### src/rtl/cla_pipe_addsub.sv
// rtl/cla_pipe_addsub.sv - pipelined carry-look-ahead add/subtract unit, one GROUP-bit slice per stage
// Whole-pipe valid/ready stall; operands enter an input register, then each stage resolves one group.
module cla_pipe_addsub #(
  parameter int WIDTH = 32,
  parameter int GROUP = 4
) (
  input  logic             clk,
  input  logic             rst_n,
  input  logic             in_valid,
  output logic             in_ready,
  input  logic [WIDTH-1:0] a,
  input  logic [WIDTH-1:0] b,
  input  logic             cin,
  input  logic             sub,
  output logic             out_valid,
  input  logic             out_ready,
  output logic [WIDTH-1:0] sum,
  output logic             cout,
  output logic             ovf
);

  localparam int STAGES = WIDTH / GROUP;

  generate
    if (GROUP < 1 || (WIDTH % GROUP) != 0) begin : g_bad_params
      $error("cla_pipe_addsub: WIDTH must be a positive multiple of GROUP");
    end
  endgenerate

  // Register index k holds the operand set after k groups have been resolved.
  logic             v_q   [STAGES+1];
  logic             c_q   [STAGES+1];
  logic [WIDTH-1:0] s_q   [STAGES+1];
  logic [WIDTH-1:0] a_q   [STAGES];
  logic [WIDTH-1:0] b_q   [STAGES];
  logic             ovf_q;

  logic [GROUP-1:0] p_grp [STAGES];
  logic [GROUP-1:0] g_grp [STAGES];
  logic [GROUP:0]   cy    [STAGES];
  logic [WIDTH-1:0] s_nxt [STAGES];

  logic adv;

  // Flattened look-ahead: each carry is a sum of generate terms gated by the propagate run above it.
  function automatic logic [GROUP:0] cla(input logic [GROUP-1:0] p,
                                         input logic [GROUP-1:0] g,
                                         input logic             c0);
    logic [GROUP:0] c;
    logic           prod;
    c    = '0;
    c[0] = c0;
    for (int i = 0; i < GROUP; i++) begin
      c[i+1] = g[i];
      prod   = p[i];
      for (int j = i - 1; j >= 0; j--) begin
        c[i+1] = c[i+1] | (prod & g[j]);
        prod   = prod & p[j];
      end
      c[i+1] = c[i+1] | (prod & c0);
    end
    return c;
  endfunction

  assign adv       = !out_valid || out_ready;
  assign in_ready  = adv;
  assign out_valid = v_q[STAGES];
  assign sum       = s_q[STAGES];
  assign cout      = c_q[STAGES];
  assign ovf       = ovf_q;

  always_comb begin
    for (int k = 0; k < STAGES; k++) begin
      p_grp[k] = a_q[k][k*GROUP +: GROUP] ^ b_q[k][k*GROUP +: GROUP];
      g_grp[k] = a_q[k][k*GROUP +: GROUP] & b_q[k][k*GROUP +: GROUP];
      cy[k]    = cla(p_grp[k], g_grp[k], c_q[k]);
      s_nxt[k] = s_q[k];
      s_nxt[k][k*GROUP +: GROUP] = p_grp[k] ^ cy[k][GROUP-1:0];
    end
  end

  // s_q[0] is never loaded; it is the all-zero partial sum that stage 0 fills in.
  always_ff @(posedge clk or negedge rst_n) begin
    if (!rst_n) begin
      for (int k = 0; k <= STAGES; k++) begin
        v_q[k] <= 1'b0;
        c_q[k] <= 1'b0;
        s_q[k] <= '0;
      end
      for (int k = 0; k < STAGES; k++) begin
        a_q[k] <= '0;
        b_q[k] <= '0;
      end
      ovf_q <= 1'b0;
    end else if (adv) begin
      v_q[0] <= in_valid;
      a_q[0] <= a;
      b_q[0] <= sub ? ~b : b;
      c_q[0] <= sub | cin;
      for (int k = 0; k < STAGES; k++) begin
        v_q[k+1] <= v_q[k];
        c_q[k+1] <= cy[k][GROUP];
        s_q[k+1] <= s_nxt[k];
      end
      for (int k = 0; k < STAGES - 1; k++) begin
        a_q[k+1] <= a_q[k];
        b_q[k+1] <= b_q[k];
      end
      ovf_q <= cy[STAGES-1][GROUP-1] ^ cy[STAGES-1][GROUP];
    end
  end

endmodule
### config.mk
export PLATFORM = sky130hd
export DESIGN_NAME = cla_pipe_addsub
export DESIGN_NICKNAME = d
export VERILOG_FILES = /design/src/rtl/cla_pipe_addsub.sv
export SDC_FILE = /design/constraint.sdc
export NUM_CORES = 1
export LEC_CHECK = 0
export CORE_ASPECT_RATIO = 0.8
export CORE_MARGIN = 1.5
export CORE_UTILIZATION = 59
export CTS_CLUSTER_DIAMETER = 40
export DETAILED_ROUTE_END_ITERATION = 8
export PLACE_DENSITY = 0.83
export SETUP_SLACK_MARGIN = 0.5
export SKIP_LAST_GASP = 1
export SLEW_MARGIN = 20
export SYNTH_ARGS = -nofsm -noshare
export SYNTH_HDL_FRONTEND = slang
export SYNTH_SLANG_ARGS = --single-unit
### constraint.sdc
create_clock -name clk -period 2.1 [get_ports clk]
set_clock_uncertainty 0.2 [all_clocks]
set_input_delay 0.21 -clock clk [delete_from_list [all_inputs] [get_ports clk]]
set_output_delay 0.21 -clock clk [all_outputs]
set_load 0.02 [all_outputs]
==> flow_metrics.py <==
metrics = {
    "layout": {
        "drive_above_1_share_pct": 14.5,
        "fillCellCount": 1629,
        "final_util_pct": 76.9,
        "stdcell_area_sq_um": 23300,
        "multi_input_area_sq_um": 6750,
        "diodes": 0,
        "final_nets": 2278,
        "syn_to_final_growth_pct": 28.5,
        "regArea_sq_um": 11300,
        "layoutNonFillerInstCount": 2619,
    },
    "logic_synthesis": {
        "synthTopCellsByArea": "dfrtp_1 (62%), nand2_1 (25%), xnor2_1 (2.3%), ha_1 (2.2%), buf_2 (2.1%)",
        "yosysSeqAreaShare_pct": 62.2,
        "synth-edff-count": 0,
        "synthFlopType": "dfrtp_1",
        "async_reset_ff_share_pct": 100,
        "synth_cells": 1988,
        "syn_nets": 2098,
        "synth_area_per_cell_sq_um": 9.13,
        "synth_area_sq_um": 18100,
        "synth_most_common_cell": "nand2_1",
        "synth.ff_latch_count": 451,
        "yosysTopAreaCell": "dfrtp_1",
        "synthDominantCellAreaShare_pct": 62.2,
        "yosys_warnings": 28,
        "yosys.cell_types.count": 21,
        "ys_top_cells_by_count": "nand2_1 (1210), dfrtp_1 (451), buf_2 (77)",
    },
    "timing": {
        "timing.hold.ws_ps": -17.3,
        "fmax_mhz": 516,
        "drv_slew": 0,
        "min_period_over_period_pct": 92.3,
        "timing.final.hold_violations": 10,
        "finalWorstSetupSlack_ps": 161,
        "max_slew_margin_pct": 59.7,
        "setup_tns_ps": 0,
        "setup_viol": 0,
        "worst_slew_pin_slew_ps": 601,
        "rsz0062_at_grt": "true",
        "period_minus_slack_ps": 1940,
    },
    "place": {
        "dp.cells": 2448,
        "io_buffer_count": 105,
        "pre_cts_slack_ps": 8.66,
        "dp_hpwl_microns": 23500,
        "gp_congestion": 0.793,
        "placed_cell_area_sq_um": 19800,
    },
    "route": {
        "drc": 0,
        "num_vias": 15520,
        "via_per_inst": 5.93,
        "wl_per_cell_microns": 21.1,
        "finalWirelength_microns": 55300,
        "firstDrtPassIters": 6,
        "drt_iter0_drc": 2019,
        "antenna_left": 0,
    },
    "outcome": {
        "status": "complete, but fails checks",
        "violations": "hold timing",
    },
    "min_path": {
        "min_path_type": "in -> async",
    },
    "global_routing": {
        "antenna_found_initial": 0,
        "grt_pass1_wl_microns": 73100,
        "grt_pass1_vias": 14452,
        "grt_max_degree": 70,
        "gr-usage-all-layers_pct": 28.8,
        "grt_overflow": 0,
    },
    "setup_path": {
        "crit_path_max_fanout": 2,
        "reg2reg_slack_ps": 160,
        "r2r-end": "s_nxt[138]$_DFFE_PN0P_",
        "ff2ff_path_depth": 4,
        "endpoint_kind": "flip-flop",
        "start_kind": "flip-flop",
        "crit_arrival_ps": 2130,
        "reg2reg_from": "a_q[168]$_DFFE_PN0P_",
        "worst_ep_required_time_ps": 2290,
        "crit_type": "reg -> reg",
    },
    "floorplanning": {
        "dieArea_sq_um": 31800,
        "coreArea_sq_um": 30300,
        "die_height_microns": 160,
        "start_util_pct": 59.9,
        "fp.dieW_microns": 199,
        "fp-row-count": 57,
        "io_pins": 106,
    },
    "power_and_ir_drop": {
        "peakVddDrop_mv": 0.972,
        "total_power_mw": 39.2,
        "leakage_nw": 12.0,
        "p_per_area_nw_per_um2": 1680,
    },
    "clock_tree": {
        "cts_tree": "built",
        "clock_latency_ps": 570,
        "clock-sinks": 451,
        "htreeDepth": 2,
        "cts_made_buffers": 50,
        "root_buffer": "clkbuf_16",
        "cts_buffer_depth": 3,
        "clk_pin_slew_ps": 60,
    },
    "job": {
        "maxCapViolations": 0,
    },
}
==> per-layer routing <==
layer	vias to the layer above	wire length, microns	GRT usage (%)
li1	6525	-	-
met1	7529	19900	38.0
met2	1152	27100	48.2
met3	314	5050	4.54
met4	0	3230	11.0
met5	-	0	0
==> power breakdown <==
part	leakage [nW]	switching, mW	total [mW]	internal (mW)
Combinational	5.59	8.07	14.0	5.90
Sequential	5.54	2.98	15.6	12.6
Clock	0.883	3.80	9.64	5.84
==> cell families (layout without fill, tap and decap cells) <==
group	count (synthesis)	in the layout	synth area share [%]
compound gates	122	122	3.83
xor+xnor	48	48	2.32
fa+ha+maj	40	40	3.09
buf+inv	104	322	3.15
flops	451	451	62.2
mux	1	1	0.0552
simple gates	1222	1222	25.4
==> cells in the final DEF (no fill, tap or decap), types with 16 or more instances in the layout <==
cell and instances:
buf_2 33, clkdlybuf4s50_1 67, dfrtp_1 442, nand2_1 1201, clkbuf_16 72, ha_4 16
o21ai_0 55, buf_16 16, buf_4 44, buf_6 18, ha_1 16, xnor2_1 47
==> cell type report <==
class	instances	share of cell area [%]
Sequential cell	451	48.5
Multi-Input combinational cell	1433	29.0
Timing Repair Buffer	231	12.5
Clock buffer	63	6.11
Tap cell	413	2.22
Clock inverter	27	1.68
Inverter	1	0.0698
==> how the worst max path moves through the flow <==
stage	start	to	slack, ps	cells past startpoint
after detailed placement	out_ready	b_q[255]$_DFFE_PN0P_	9	6
after global routing	a_q[168]$_DFFE_PN0P_	s_nxt[138]$_DFFE_PN0P_	140	4
after CTS	out_valid$_DFFE_PN0P_	in_ready	280	3
after global placement	out_ready	in_ready	50	4
final	a_q[168]$_DFFE_PN0P_	s_nxt[138]$_DFFE_PN0P_	160	4
after floorplan	a_q[56]$_DFFE_PN0P_	c_q[1]$_DFFE_PN0P_	510	5
==> flip-flops by register name (all words and copies together) (netlist names) <==
name       count
s_nxt        112
c_q            8
ovf            1
b_q          144
a_q          144
v_q            8
cout           1
sum           32
out_valid      1
==> worst max-delay path: stages, from the launching register on <==
cell	delay, ps
dfrtp_2	430
ha_4	270
a21o_1	210
a211oi_2	410
o21ai_0	240
==> repair_timing <==
action	CTS	global route
pin swaps	22	21
endpoints found under the hold margin	459	0
hold buffers	9	0
gates resized for setup	197	95
cloned	10	27
setup endpoints to repair	429	452
buffers inserted	14	21
(Power assumes the default switching activity.)
